### src/rtl/core_sequencer_pkg.sv
// Shared types for the RV32I multi-cycle sequencer: opcodes, datapath control bundle, FSM states.
// decode_ctrl() maps a 7-bit major opcode to its control bundle (unlisted opcodes -> all zero).
package core_sequencer_pkg;

  typedef enum logic [6:0] {
    OPC_LOAD   = 7'h03,
    OPC_ALUI   = 7'h13,
    OPC_AUIPC  = 7'h17,
    OPC_STORE  = 7'h23,
    OPC_ALU    = 7'h33,
    OPC_LUI    = 7'h37,
    OPC_BRANCH = 7'h63,
    OPC_JALR   = 7'h67,
    OPC_JAL    = 7'h6F
  } opcode_t;

  typedef enum logic {ALU_IN_A_REG, ALU_IN_A_PC} alu_in_a_t;
  typedef enum logic {ALU_IN_B_REG, ALU_IN_B_IMM} alu_in_b_t;
  typedef enum logic {ALU_OP_FROM_ADD, ALU_OP_FROM_OPCODE} alu_op_from_t;
  typedef enum logic [1:0] {
    DEST_REG_FROM_NONE, DEST_REG_FROM_ALU, DEST_REG_FROM_MEM, DEST_REG_FROM_PC
  } dest_reg_from_t;
  typedef enum logic {PC_SRC_NEXT_PC, PC_SRC_ALU} pc_src_t;

  typedef struct packed {
    alu_in_a_t      alu_in_a;
    alu_in_b_t      alu_in_b;
    alu_op_from_t   alu_op_from;
    dest_reg_from_t dest_reg_from;
    pc_src_t        pc_src;
    logic           dbus_re;
    logic           dbus_we;
    logic           en_comp_unit;
  } ins_ctrl_signals_t;

  typedef enum logic [2:0] {FETCH, DECODE, EXECUTE, MEMORY, WRITEBACK, HALT} seq_state_t;

  localparam int CTRL_W = $bits(ins_ctrl_signals_t);

  function automatic ins_ctrl_signals_t decode_ctrl(opcode_t opcode);
    ins_ctrl_signals_t c;
    c = '0;
    case (opcode)
      OPC_ALU: begin
        c.alu_op_from   = ALU_OP_FROM_OPCODE;
        c.dest_reg_from = DEST_REG_FROM_ALU;
      end
      OPC_ALUI: begin
        c.alu_in_b      = ALU_IN_B_IMM;
        c.alu_op_from   = ALU_OP_FROM_OPCODE;
        c.dest_reg_from = DEST_REG_FROM_ALU;
      end
      OPC_LOAD: begin
        c.alu_in_b      = ALU_IN_B_IMM;
        c.dest_reg_from = DEST_REG_FROM_MEM;
        c.dbus_re       = 1'b1;
      end
      OPC_STORE: begin
        c.alu_in_b = ALU_IN_B_IMM;
        c.dbus_we  = 1'b1;
      end
      OPC_BRANCH: begin
        c.alu_in_a     = ALU_IN_A_PC;
        c.alu_in_b     = ALU_IN_B_IMM;
        c.en_comp_unit = 1'b1;
      end
      OPC_JAL: begin
        c.alu_in_a      = ALU_IN_A_PC;
        c.alu_in_b      = ALU_IN_B_IMM;
        c.dest_reg_from = DEST_REG_FROM_PC;
        c.pc_src        = PC_SRC_ALU;
      end
      OPC_JALR: begin
        c.alu_in_b      = ALU_IN_B_IMM;
        c.dest_reg_from = DEST_REG_FROM_PC;
        c.pc_src        = PC_SRC_ALU;
      end
      OPC_LUI: begin
        c.alu_in_b      = ALU_IN_B_IMM;
        c.dest_reg_from = DEST_REG_FROM_ALU;
      end
      OPC_AUIPC: begin
        c.alu_in_a      = ALU_IN_A_PC;
        c.alu_in_b      = ALU_IN_B_IMM;
        c.dest_reg_from = DEST_REG_FROM_ALU;
      end
      default: c = '0;
    endcase
    return c;
  endfunction

endpackage

### src/rtl/core_sequencer_decoder.sv
// Combinational instruction decoder: major opcode -> control bundle, LUI operand override, legality.
module core_decoder
  import core_sequencer_pkg::*;
(
  input  logic [6:0]        opcode,
  output ins_ctrl_signals_t ctrl,
  output logic              rs1_zero,
  output logic              is_legal
);

  always_comb begin
    ctrl     = decode_ctrl(opcode_t'(opcode));
    rs1_zero = (opcode == OPC_LUI);
    is_legal = 1'b0;
    case (opcode_t'(opcode))
      OPC_ALU, OPC_ALUI, OPC_LOAD, OPC_STORE, OPC_BRANCH,
      OPC_JAL, OPC_JALR, OPC_LUI, OPC_AUIPC: is_legal = 1'b1;
      default: ;
    endcase
  end

endmodule

### src/rtl/core_sequencer.sv
// Multi-cycle RV32I control FSM: FETCH -> DECODE -> EXECUTE -> [MEMORY] -> WRITEBACK, HALT on fault.
// Define SEQ_ILLEGAL_TRAP_EN to halt on unlisted opcodes (default: they execute as NOPs).
module core_sequencer
  import core_sequencer_pkg::*;
#(
  parameter int unsigned BUS_TIMEOUT = 0
) (
  input  logic              clk,
  input  logic              rst,
  output logic              ibus_re,
  input  logic              ibus_ready,
  input  logic [31:0]       ibus_rdata,
  input  logic              dbus_ready,
  input  logic              comp_result,
  output ins_ctrl_signals_t ctrl,
  output logic [31:0]       ir,
  output logic              pc_we,
  output logic              reg_we,
  output logic              rs1_zero,
  output logic              halted,
  output logic              bus_err,
  output logic              illegal
);

  localparam int WD_W = (BUS_TIMEOUT > 1) ? $clog2(BUS_TIMEOUT + 1) : 1;

  seq_state_t        state_q, state_d;
  logic [31:0]       ir_q, ir_d;
  ins_ctrl_signals_t ctrl_q, ctrl_d;
  logic              ibus_re_q, ibus_re_d;
  logic              pc_we_q, pc_we_d;
  logic              reg_we_q, reg_we_d;
  logic              rs1_zero_q, rs1_zero_d;
  logic              halted_q, halted_d;
  logic              bus_err_q, bus_err_d;
  logic [WD_W-1:0]   wd_cnt_q, wd_cnt_d;

  ins_ctrl_signals_t dec_ctrl;
  logic              dec_rs1_zero;
  logic              dec_is_legal;
  logic              wd_hit;
  logic              wb_reg_we;

  core_decoder u_decoder (
    .opcode   (ir_q[6:0]),
    .ctrl     (dec_ctrl),
    .rs1_zero (dec_rs1_zero),
    .is_legal (dec_is_legal)
  );

  // Expiry fires on the wait cycle that would make the count reach BUS_TIMEOUT.
  assign wd_hit    = (BUS_TIMEOUT != 0) && (wd_cnt_q == WD_W'(BUS_TIMEOUT - 1));
  assign wb_reg_we = (ctrl_q.dest_reg_from != DEST_REG_FROM_NONE) && (ir_q[11:7] != 5'd0);

`ifdef SEQ_ILLEGAL_TRAP_EN
  logic illegal_q, illegal_d;
`endif

  always_comb begin
    state_d    = state_q;
    ir_d       = ir_q;
    ctrl_d     = ctrl_q;
    ibus_re_d  = 1'b0;
    pc_we_d    = 1'b0;
    reg_we_d   = 1'b0;
    rs1_zero_d = rs1_zero_q;
    halted_d   = halted_q;
    bus_err_d  = bus_err_q;
    wd_cnt_d   = wd_cnt_q;
`ifdef SEQ_ILLEGAL_TRAP_EN
    illegal_d  = illegal_q;
`endif
    case (state_q)
      FETCH: begin
        // ibus_re_q is low for the first FETCH cycle after reset; ready is ignored then.
        if (ibus_re_q && ibus_ready) begin
          ir_d    = ibus_rdata;
          state_d = DECODE;
        end else if (ibus_re_q && wd_hit) begin
          state_d   = HALT;
          halted_d  = 1'b1;
          bus_err_d = 1'b1;
        end else begin
          ibus_re_d = 1'b1;
          if (ibus_re_q) wd_cnt_d = wd_cnt_q + WD_W'(1);
        end
      end
      DECODE: begin
        ctrl_d         = dec_is_legal ? dec_ctrl : '0;
        ctrl_d.dbus_re = 1'b0;
        ctrl_d.dbus_we = 1'b0;
        rs1_zero_d     = dec_rs1_zero;
        state_d        = EXECUTE;
`ifdef SEQ_ILLEGAL_TRAP_EN
        if (!dec_is_legal) begin
          state_d   = HALT;
          halted_d  = 1'b1;
          illegal_d = 1'b1;
        end
`endif
      end
      EXECUTE: begin
        if (ctrl_q.en_comp_unit)
          ctrl_d.pc_src = comp_result ? PC_SRC_ALU : PC_SRC_NEXT_PC;
        if (dec_ctrl.dbus_re || dec_ctrl.dbus_we) begin
          state_d        = MEMORY;
          ctrl_d.dbus_re = dec_ctrl.dbus_re;
          ctrl_d.dbus_we = dec_ctrl.dbus_we;
          wd_cnt_d       = '0;
        end else begin
          state_d  = WRITEBACK;
          pc_we_d  = 1'b1;
          reg_we_d = wb_reg_we;
        end
      end
      MEMORY: begin
        if (dbus_ready) begin
          state_d        = WRITEBACK;
          ctrl_d.dbus_re = 1'b0;
          ctrl_d.dbus_we = 1'b0;
          pc_we_d        = 1'b1;
          reg_we_d       = wb_reg_we;
        end else if (wd_hit) begin
          state_d        = HALT;
          halted_d       = 1'b1;
          bus_err_d      = 1'b1;
          ctrl_d.dbus_re = 1'b0;
          ctrl_d.dbus_we = 1'b0;
        end else begin
          wd_cnt_d = wd_cnt_q + WD_W'(1);
        end
      end
      WRITEBACK: begin
        state_d   = FETCH;
        ibus_re_d = 1'b1;
        wd_cnt_d  = '0;
      end
      HALT:    ;
      default: state_d = FETCH;
    endcase
  end

  always_ff @(posedge clk) begin
    if (rst) begin
      state_q    <= FETCH;
      ir_q       <= '0;
      ctrl_q     <= '0;
      ibus_re_q  <= 1'b0;
      pc_we_q    <= 1'b0;
      reg_we_q   <= 1'b0;
      rs1_zero_q <= 1'b0;
      halted_q   <= 1'b0;
      bus_err_q  <= 1'b0;
      wd_cnt_q   <= '0;
`ifdef SEQ_ILLEGAL_TRAP_EN
      illegal_q  <= 1'b0;
`endif
    end else begin
      state_q    <= state_d;
      ir_q       <= ir_d;
      ctrl_q     <= ctrl_d;
      ibus_re_q  <= ibus_re_d;
      pc_we_q    <= pc_we_d;
      reg_we_q   <= reg_we_d;
      rs1_zero_q <= rs1_zero_d;
      halted_q   <= halted_d;
      bus_err_q  <= bus_err_d;
      wd_cnt_q   <= wd_cnt_d;
`ifdef SEQ_ILLEGAL_TRAP_EN
      illegal_q  <= illegal_d;
`endif
    end
  end

  assign ibus_re  = ibus_re_q;
  assign ctrl     = ctrl_q;
  assign ir       = ir_q;
  assign pc_we    = pc_we_q;
  assign reg_we   = reg_we_q;
  assign rs1_zero = rs1_zero_q;
  assign halted   = halted_q;
  assign bus_err  = bus_err_q;
`ifdef SEQ_ILLEGAL_TRAP_EN
  assign illegal  = illegal_q;
`else
  assign illegal  = 1'b0;
`endif

endmodule

### config.mk
export PLATFORM = sky130hd
export DESIGN_NAME = core_sequencer
export DESIGN_NICKNAME = d
export VERILOG_FILES = /design/src/rtl/core_sequencer_pkg.sv /design/src/rtl/core_sequencer_decoder.sv /design/src/rtl/core_sequencer.sv
export SDC_FILE = /design/constraint.sdc
export NUM_CORES = 1
export LEC_CHECK = 0
export CORE_AREA = 2 2 82 64
export CTS_BUF_LIST = sky130_fd_sc_hd__clkbuf_4
export CTS_CLUSTER_SIZE = 12
export DETAILED_ROUTE_END_ITERATION = 12
export DIE_AREA = 0 0 84 66
export PLACE_DENSITY = 0.77
export SYNTH_ARGS = -nofsm -noshare
export SYNTH_HDL_FRONTEND = slang
export SYNTH_SLANG_ARGS = --single-unit
### constraint.sdc
create_clock -name clk -period 1.65 [get_ports clk]
set_input_delay 0.165 -clock clk [delete_from_list [all_inputs] [get_ports clk]]
set_output_delay 0.165 -clock clk [all_outputs]
set_load 0.01 [all_outputs]
### Yosys cells after proc, flatten, opt, wreduce, memory -nomap -nowiden

Cells that the tools add are included.

* equality and inequality tests: 18
* mux-type cells: 28
* bitwise logic cells: 1
* reduce and logical (&&, ||, !) cells: 18

Operators with widths (number)
* $eq A7 B6 Y1 const B: 3
* $eq A7 B7 Y1 const B: 3
* $mux W1: 15
* $pmux W3 S5: 1
* $eq A7 B5 Y1 const B: 2
* $pmux W2 S3: 2
* $mux W3: 3
* $mux W9: 1
* $reduce_or A9 Y1: 1
* $ne A2 B2 Y1 const B: 4
* $pmux W1 S2: 4
* $reduce_or A8 Y1: 1
* $eq A7 B2 Y1 const B: 1
* $eq A3 B2 Y1 const B: 2
* $eq A3 B3 Y1 const B: 2
* $reduce_and A3 Y1: 2
* $reduce_bool A5 Y1: 1
* $mux W2: 2
* $reduce_and A2 Y1: 2
* $reduce_bool A2 Y1: 2
* $reduce_or A2 Y1: 2
* $reduce_or A4 Y1: 1
* $eq A3 B1 Y1 const B: 1
* $logic_not A3 Y1: 1
* 5 further kinds: 6

* register bits: 48
* bits of input ports: 37
* word-level logic and storage cells: 79

### Logic depth before layout (Yosys ltp)

Gate-level depths: netlist of the first run.

* depth in word-level cells: 5
* gate-level depth with buffers: 6

### Hierarchy

From an unflattened synthesis of the first run, not the netlist that was laid out.

* cells, all modules: 261
* area total of the unflattened synthesis: 2269.7 µm²

By module, submodules not included
* core_sequencer: instances 1, cells an instance 229, area each 2065.7 µm²
* core_decoder: instances 1, cells an instance 32, area each 203.9 µm²

### Worst setup path after synthesis of the first run

OpenSTA, ideal clock, no wires.

* path kind: flip-flop to flip-flop
* from: reg ibus_re_q, in the netlist ibus_re
* to: reg ir_q[5], in the netlist ir[5]
* library setup time: 132 ps
* arrival time: 1292 ps
* required time: 1518 ps
* slack: 226 ps
* stages on the path, launching flop included: 7
* path through: dfxtp_1 nand2_1 or4_1 clkbuf_1 buf_2 nand2_1 a21oi_1

* longest elaborated chain between the ends: 2

Ends and longest elaborated chain
* start, declared: RTL line core_sequencer.sv:30 `logic ibus_re_q, ibus_re_d;`
* start signal, assigned: RTL line core_sequencer.sv:162 `ibus_re_q <= ibus_re_d;`
* $logic_and A1 B1 Y1: RTL line core_sequencer.sv:76 `if (ibus_re_q && ibus_ready) begin`
* $reduce_and A2 Y1 (no source line)
* end signal, assigned: RTL line core_sequencer.sv:160 `ir_q <= ir_d;`
* end, declared: RTL line core_sequencer.sv:28 `logic [31:0] ir_q, ir_d;`

Every way passes these cells.
A chain may end at the register's enable or synchronous reset.

### Worst setup path in the final report of the first run

* from: reg ir_q[6], in the netlist ir[6]
* to: out ir[6]

RTL lines
* end, declared: RTL line core_sequencer.sv:16 `output logic [31:0] ir,`

No word-level cell between the ends.

==> results of run 1 <==
state kept, by name, indices dropped and copies added, names as in the netlist:
register	count
state_q	3
ctrl	9
reg_we	1
rs1_zero	1
ibus_re	1
pc_we	1
ir	32
what timing repair did:
action | CTS | global route
setup endpoints to repair | 2 | 1
setup buffers | 0 | 0
gates cloned | 0 | 0
gates resized for setup | 2 | 1
worst min path at each step:
stage | slack, ps | startpoint | to | depth (start not counted)
3_5_place_dp | 450 | ctrl[7] | ctrl[7] | 2
4_1_cts | 160 | rst | ctrl[0] | 2
3_3_place_gp | 440 | ir[17] | ir[17] | 2
2_1_floorplan | 300 | ibus_rdata[2] | ir[2] | 2
6_report | 160 | rst | ctrl[0] | 2
5_1_grt | 170 | rst | ctrl[0] | 2
kinds of logic after synthesis:
group / share of synthesized area
compound gates: 0.175
buf+inv: 0.0623
flops: 0.474
other cells: 0.00185
simple gates: 0.287
cell type report:
class	count	area share
clock buffer	5	0.0127
clock inverter	3	0.00635
inverter	2	0.00254
multi-input combinational	186	0.321
sequential	48	0.327
tap	60	0.0254
timing repair buffer	94	0.306
metal layers:
layer | global-route usage | up-vias
met5 | 0 | -
met1 | 0.241 | 926
met3 | 0.0537 | 7
li1 | - | 1022
met4 | 0.0625 | 0
met2 | 0.321 | 57
through the flow:
| stage | util | cell area [sq um] | instances |
|---|---|---|---|
| finish | 0.620 | 2950 | 398 |
| detailed placement | 0.608 | 2890 | 390 |
| CTS | 0.620 | 2950 | 398 |
| floorplan | - | 2030 | 259 |
| global route | 0.620 | 2950 | 398 |
| global placement | 0.608 | 2890 | 390 |
placed cells by master (no fill, tap or decap), types with 2 or more instances in the layout:
cell	count
nand2_1	73
nor3_1	3
or2_2	2
o41ai_1	2
clkdlybuf4s50_1	80
inv_1	2
or4_1	2
nor2_1	13
dfxtp_1	45
nand3_1	2
clkbuf_4	5
buf_4	13
nor2b_1	3
nand3b_1	3
conb_1	3
o21ai_0	5
dfxtp_2	3
a21oi_1	46
clkinvlp_4	2
nor4b_1	3
nand2b_1	3
nor4_1	3
power by group:
| group | internal (uW) | total (uW) | switching (uW) |
|---|---|---|---|
| logic | 246 | 450 | 205 |
| registers | 1210 | 1260 | 42.9 |
| clock network | 161 | 536 | 375 |
| total | 1620 | 2240 | 623 |
worst register-to-register path, stage by stage, from the launching register on:
cell and delay, ps:
dfxtp_2 390, or3b_2 550, nor4_1 300, a21oi_1 70, nor2_1 100
==> run summary, run 1 <==
status: completed
crit path buf inv count: 2
Period minus WS final: 1580 ps
hold_ws: 158 ps
Max H-tree Level: 2
skew final: 14.1 ps
Initial Utilization: 0.426
WL met1: 2.35 mm
setup violators final: 0
fin. max-slew vios: 0
met2 WL: 2.26 mm
Final Cycle Share: 0.957
DRT iter0 DRCs: 144
num rows: 22
io pins: 85
vias in the first global route: 1933
setup TNS: 0 ps
port buffer count: 81
highest cell delay on the worst timing path: 540 ps
Synth cell types: 41
fraction of registers with async set/reset: 0
largest net degree at the start of global routing: 34
worst setup margin: 71.0 ps
die span in x: 84 um
static leakage: 0.00102 uW
Crit-path slowest cell: clkdlybuf4s50_1
CP Class: flop to output pin
Hold/Removal Path Class: input port to flop
clk sinks: 48
final total power: 2240 uW
nets: 374
top post-synthesis cells by area: dfxtp_1 47%, nand2_1 14%, a21oi_1 11%
final-layout fill cell count: 439
mean area per synthesized cell: 7.89 sq um
max-cap violations: 0
wire length on met3: 315 um
Skew-Pair Late Insertion Delay: 360 ps
Worst path top cell family by delay: buffers and inverters
largest area contributor in the netlist: dfxtp_1
RSZ-0062 raised after global routing: no
total CTS buffers: 5
Post-synth top cells: 73 x nand2_1, 48 x dfxtp_1, 46 x a21oi_1, 13 x nor2_1, 11 x buf_2
count of warnings emitted by yosys: 0
Reg-to-Reg End: rs1_zero
Fmax: 0.633 GHz
Max FO, Critical Path: 10
core region area: 0.00476 sq mm
Worst-path clk slew: 140 ps
Req. time, crit path: 1480 ps
startpoint types: flop
final WL: 5.00 mm
Post-Place Worst Slack: 15.5 ps
reg2reg path depth: 4
Yosys top cell area share: 0.474
Die ar.: 0.00554 sq mm
fraction of layout cells with a size suffix above 1: 0.0917
beginning of the critical path: ir[6]
Sequential cell area: 965 sq um
n_diodes: 0
IR drop worst, VDD: 0.000364 V
vias per cell: 5.06
Area Growth Syn to Fin: 45.7%
post-synthesis sequential area ratio: 0.474
Syn Inst Count: 257
Seq cells post-synth: 48
DR vias: 2012
most common cell in the netlist: nand2_1
DR top layer: met4
EDFF count, synth: 0
Crit. End Element: output pin
multi-input gate area in the final layout: 947 sq um
arrival time worst endpoint: 1410 ps
Die H: 66 um
clk root buf: clkbuf_4
first-pass GRT wire length: 8.67 mm
routed wire length per instance: 12.6 um
CP Cell Sequence: buf_4, clkdlybuf4s50_1
Mapped Area: 0.00203 sq mm
reg-to-reg setup timing slack: 180 ps
maximum clock path buffer count: 2
DR pass1 iterations: 4
CTS tree: built
cts hold-fix bufs: 0
GRT Overall Usage: 0.192
initial antenna violation count: 0
pwr dens: 760 mW/mm^2
origin of the critical flop-to-flop path: ir[3]
Setup crit end: ir[6]
Final ANT Viol Nets: 0
gr ovfl total: 0
endpoints failing hold: 0
Synth Flop Type: dfxtp_1
Residual DRC: 0
Crit path depth: 2
routability-driven placement congestion ratio: 0.799
DP HPWL: 3.71 mm
Note: power is estimated with default switching activity, not from simulation.
==> run 2, diff against run 1 <==
- CORE_AREA: 2 2 82 64 -> 2 2 75 59
- DIE_AREA: 0 0 84 66 -> 0 0 77 61
- DONT_BUFFER_PORTS: unset -> 1
- PLACE_DENSITY: 0.77 -> 0.63
==> run 2 against run 1 <==
Effect of this change:
- combinational power is 27% lower
- worst hold slack got worse by 130 ps
- design area decreased by 15%
- setup slack better by 77 ps
- flip-flop and latch count unchanged
- non-clock buffer count decreased by 48
- sequential share of layout area grew 5.5 points
- largest cell class unchanged
==> run summary, run 2 (synthesis results as in run 1) <==
CP Class: flop to flop
most frequent cells in the layout: 73 x nand2_1, 48 x dfxtp_1, 46 x a21oi_1, 33 x dlygate4sd3_1, 13 x nor2_1
pwr dens: 896 mW/mm^2 (+18%)
Die H: 61 um (-7.6%)
hold_ws: 28.6 ps (-130 ps)
die span in x: 77 um (-8.3%)
vias per cell: 5.27 (+4.2%)
final-layout fill cell count: 353 (-20%)
Resize count post-CTS: 0 (-2)
reg-to-reg setup timing slack: 150 ps (-30 ps)
GRT Overall Usage: 0.216 (+0.0244)
arrival time worst endpoint: 1800 ps (+390 ps)
Layout Utilization: 0.637 (+0.0164)
Worst path top cell family by delay: simple AND/OR/NAND/NOR gates
multi-input gate area in the final layout: 947 sq um (unchanged)
wire length on met3: 396 um (+26%)
highest cell delay on the worst timing path: 510 ps (-30 ps)
fin. max-slew vios: 0 (unchanged)
final total power: 2260 uW (+0.51%)
total CTS buffers: 5 (unchanged)
crit path buf inv count: 0 (-2)
Post-CTS Setup Inserts: 0 (unchanged)
DR top layer: met4
endpoints failing hold: 0 (unchanged)
n_diodes: 0 (unchanged)
Req. time, crit path: 1940 ps (+460 ps)
initial antenna violation count: 0 (unchanged)
fraction of layout cells with a size suffix above 1: 0.0903 (-0.00144)
Max FO, Critical Path: 8 (-2)
DR vias: 1807 (-10%)
DP HPWL: 3.11 mm (-16%)
maximum clock path buffer count: 2 (unchanged)
core region area: 0.00395 sq mm (-17%)
CP Cell Sequence: or3b_1, nor4_1, a21oi_1, nor2_1
max reg flops: 32 (unchanged)
CTS tree: built
nets: 326 (-13%)
Crit-path slowest cell: or3b_1
Die ar.: 0.00470 sq mm (-15%)
Final ANT Viol Nets: 0 (unchanged)
Final Cycle Share: 0.911 (-0.0464)
RSZ-0062 raised after global routing: no
num rows: 20 (-9.1%)
Crit. End Element: flop
final WL: 4.91 mm (-1.7%)
port buffer count: 0 (-100%)
Skew-Pair Late Insertion Delay: 350 ps (about the same)
Sequential cell area: 961 sq um (-0.39%)
vias in the first global route: 1714 (-11%)
Worst-path clk slew: 130 ps (about the same)
setup violators final: 0 (unchanged)
routability-driven placement congestion ratio: 0.805 (+0.74%)
met2 WL: 2.20 mm (-2.6%)
io pins: 85 (unchanged)
clk sinks: 48 (unchanged)
final std cell area, no fill: 0.00252 sq mm (-15%)
DRT iter0 DRCs: 116 (-19%)
Initial Utilization: 0.513 (+0.0870)
static leakage: 0.000892 uW (-13%)
Hold/Removal Path Class: input port to flop
routed wire length per instance: 14.3 um (+14%)
IR drop worst, VDD: 0.000625 V (+72%)
Period minus WS final: 1500 ps (-76.6 ps)
status: completed
startpoint types: flop
Residual DRC: 0 (unchanged)
gr ovfl total: 0 (unchanged)
setup TNS: 0 ps (unchanged)
Area Growth Syn to Fin: 24.2%
skew final: 7.42 ps (-6.72 ps)
largest net degree at the start of global routing: 46 (+35%)
most common cell after layout, fill and taps aside: nand2_1
first-pass GRT wire length: 7.86 mm (-9.4%)
Max H-tree Level: 2 (unchanged)
WL met1: 2.21 mm (-6.0%)
clk root buf: clkbuf_4
cts hold-fix bufs: 34 (+34)
max-cap violations: 0 (unchanged)
Post-Place Cell Area: 0.00210 sq mm (-27%)
Fmax: 0.666 GHz (+5.1%)
DR pass1 iterations: 4 (unchanged)
==> run 2: final cells by class <==
type	count	share of cell area
sequential	48	0.382
multi-input combinational	186	0.376
timing repair buffer	46	0.185
tap	55	0.0273
clock buffer	5	0.0149
clock inverter	1	0.0119
inverter	2	0.00298
==> run 2: worst paths after layout <==
kind,end,cells after the start,startpoint
setup reg to reg,rs1_zero,4,state_q[0]
hold / removal,ctrl[2],2,rst
setup / recovery,rs1_zero,4,state_q[0]
hold reg to reg,ir[21],2,ir[21]
==> run 2: metal layers <==
metal  vias to the layer above  global-route usage
li1                        926                   -
met1                       804               0.274
met2                        67               0.347
met3                        10              0.0714
met4                         0              0.0918
met5                         -                   0
==> run 2: worst reg2reg max path, stage by stage (launching register included) <==
cell	delay [ps]
dfxtp_1	430
or3b_1	510
nor4_1	330
a21oi_1	80
nor2_1	100
==> run 2: stage by stage <==
stage	cells	worst slack (ps)
6_report	343	148
5_1_grt	343	45.8
3_3_place_gp	303	198
2_1_floorplan	259	226
3_5_place_dp	303	193
4_1_cts	343	133
==> run 2: power by group <==
| group | total, uW | leakage [uW] | internal, uW | switching, uW |
|---|---|---|---|---|
| sequential | 1280 | 0.000390 | 1210 | 69.4 |
| clock | 646 | 0.0000371 | 304 | 342 |
| combinational | 327 | 0.000464 | 160 | 167 |
==> run 3, diff against run 2 <==
- GPL_TIMING_DRIVEN: unset -> 0
==> run 3 against run 2 <==
Effect of this change:
- design area is essentially flat
- first-iteration DRC count shrank 34%
- sequential share of layout area grew 0.11 points
- critical path depth grew 1
- largest cell class unchanged
- largest power group unchanged
==> run summary, run 3 (synthesis results as in run 1) <==
status: completed
setup TNS: 0 ps (unchanged)
first-pass GRT wire length: 8.09 mm (+3.0%)
Hold/Removal Path Class: input port to flop
routed wire length per instance: 14.5 um (+1.2%)
clk root buf: clkbuf_4
CP Class: flop to flop
beginning of the critical path: ir[6]
highest cell delay on the worst timing path: 530 ps (+20 ps)
Initial Utilization: 0.513 (unchanged)
io pins: 85 (unchanged)
skew final: 8.22 ps (+0.798 ps)
Worst Tran Pin Value: 545 ps
Max FO, Critical Path: 10 (+2)
port buffer count: 0 (unchanged)
arrival time worst endpoint: 1850 ps (+50 ps)
Rel. slew slack: 0.637
Skew-Pair Late Insertion Delay: 360 ps (about the same)
Worst path top cell family by delay: simple AND/OR/NAND/NOR gates
vias per cell: 5.29 (+0.36%)
Final ANT Viol Nets: 0 (unchanged)
RSZ-0062 raised after global routing: yes
fraction of layout cells with a size suffix above 1: 0.117 (+0.0264)
most common cell after layout, fill and taps aside: nand2_1
Crit. End Element: flop
nets: 336 (+3.1%)
Post-CTS Setup Inserts: 0 (unchanged)
WHS Path Cells: 2 (unchanged)
pwr dens: 854 mW/mm^2 (-4.7%)
reg2reg path depth: 5 (+1)
Period minus WS final: 1550 ps (+48.0 ps)
max reg flops: 32 (unchanged)
CP Cell Sequence: buf_2, or3b_2, nor3b_1, nor2_1, o21ai_0
maximum clock path buffer count: 2 (unchanged)
routability-driven placement congestion ratio: 0.869 (+7.9%)
largest net degree at the start of global routing: 16 (-65%)
Layout Utilization: 0.637 (about the same)
reg-to-reg setup timing slack: 100 ps (-50 ps)
Inst Count DP: 314 (+3.6%)
n_diodes: 0 (unchanged)
DRT iter0 DRCs: 76 (-34%)
Setup crit end: ctrl[8]
Reg-to-Reg End: ctrl[8]
num rows: 20 (unchanged)
IR drop worst, VDD: 0.000721 V (+15%)
crit path buf inv count: 1 (+1)
Finished Layout Cells: 355 (+3.5%)
DR vias: 1877 (+3.9%)
clk sinks: 48 (unchanged)
Fmax: 0.645 GHz (-3.1%)
Die ar.: 0.00470 sq mm (unchanged)
startpoint types: flop
DP HPWL: 3.37 mm (+8.5%)
Worst-path clk slew: 140 ps (about the same)
Die H: 61 um (unchanged)
Max H-tree Level: 2 (unchanged)
initial antenna violation count: 0 (unchanged)
GRT Overall Usage: 0.221 (+0.00535)
die span in x: 77 um (unchanged)
vias in the first global route: 1726 (+0.70%)
endpoints failing hold: 0 (unchanged)
Final Cycle Share: 0.940 (+0.0291)
max-cap violations: 0 (unchanged)
fin. max-slew vios: 0 (unchanged)
core region area: 0.00395 sq mm (unchanged)
hold_ws: 79.3 ps (+50.7 ps)
Crit path depth: 5 (+1)
Req. time, crit path: 1950 ps (about the same)
DR pass1 iterations: 4 (unchanged)
CTS tree: built
most frequent cells in the layout: 73 x nand2_1, 46 x a21oi_1, 45 x dfxtp_1, 34 x dlygate4sd3_1, 13 x nor2_1
origin of the critical flop-to-flop path: ir[6]
total CTS buffers: 5 (unchanged)
final WL: 5.14 mm (+4.7%)
Residual DRC: 0 (unchanged)
Area Growth Syn to Fin: 24.3% (about the same)
gr ovfl total: 0 (unchanged)
Crit-path slowest cell: or3b_2
static leakage: 0.000889 uW (-0.26%)
setup violators final: 0 (unchanged)
[run 3: cell count changes in the layout (fill, tap and decap cells not counted), sizes merged]
cell	before	now
dlygate4sd3	33	34
clkinvlp	0	2
clkinv	0	1
clkbuf	5	14
bufinv	1	0
[run 3: worst reg2reg max path, delay by kind of cell, from the launching register on]
kind | cells | cell delay [ps]
compound gates | 1 | 150
buf+inv | 1 | 190
flops | 1 | 360
simple gates | 3 | 800
[run 3: metal layers]
layer,track usage,up-vias,part of all wire
li1,-,945,-
met5,0,-,0
met2,0.365,67,0.46
met3,0.0804,5,0.083
met4,0.0536,0,0.0062
met1,0.285,860,0.45
[run 3: timing repair]
action	in CTS	in global routing
hold buffers	33	1
gates resized for setup	0	10
hold endpoints to repair	34	1
endpoints found under the setup margin	0	32
[run 3: how the worst min path moves through the flow]
stage                    from  endpoint  slack [ps]
6_report          comp_result   ctrl[3]          80
5_1_grt           comp_result   ctrl[3]          70
4_1_cts                   rst   ctrl[2]         0.8
3_5_place_dp   ibus_rdata[10]    ir[10]         310
3_3_place_gp    ibus_rdata[0]     ir[0]         300
2_1_floorplan   ibus_rdata[2]     ir[2]         300
[run 3: final cells by class]
cell class                      instances  area (sq um)
Timing Repair Buffer                   34           340
Fill cell                             373          1430
Tap cell                               55          68.8
Sequential cell                        48           965
Multi-Input combinational cell        186           960
Clock buffer                            5          37.5
Inverter                                2          7.51
Clock inverter                          3          18.8
Buffer                                 22           123
[run 3: report_power, final]
group | switching, uW | total [uW] | internal, uW
sequential | 69.7 | 1290 | 1220
clock | 379 | 541 | 161
combinational | 175 | 327 | 152
total | 624 | 2150 | 1530
[run 3: per-stage QoR]
stage / setup WS [ps] / total power [uW] / cell area, sq um
finish: 99.5 / 2150 / 2520
global route: -37.3 / 2250 / 2520
CTS: 12.0 / 2150 / 2490
detailed placement: 39.6 / 1560 / 2100
global placement: 61.3 / 1560 / 2100
floorplan: 226 / 1500 / 2030
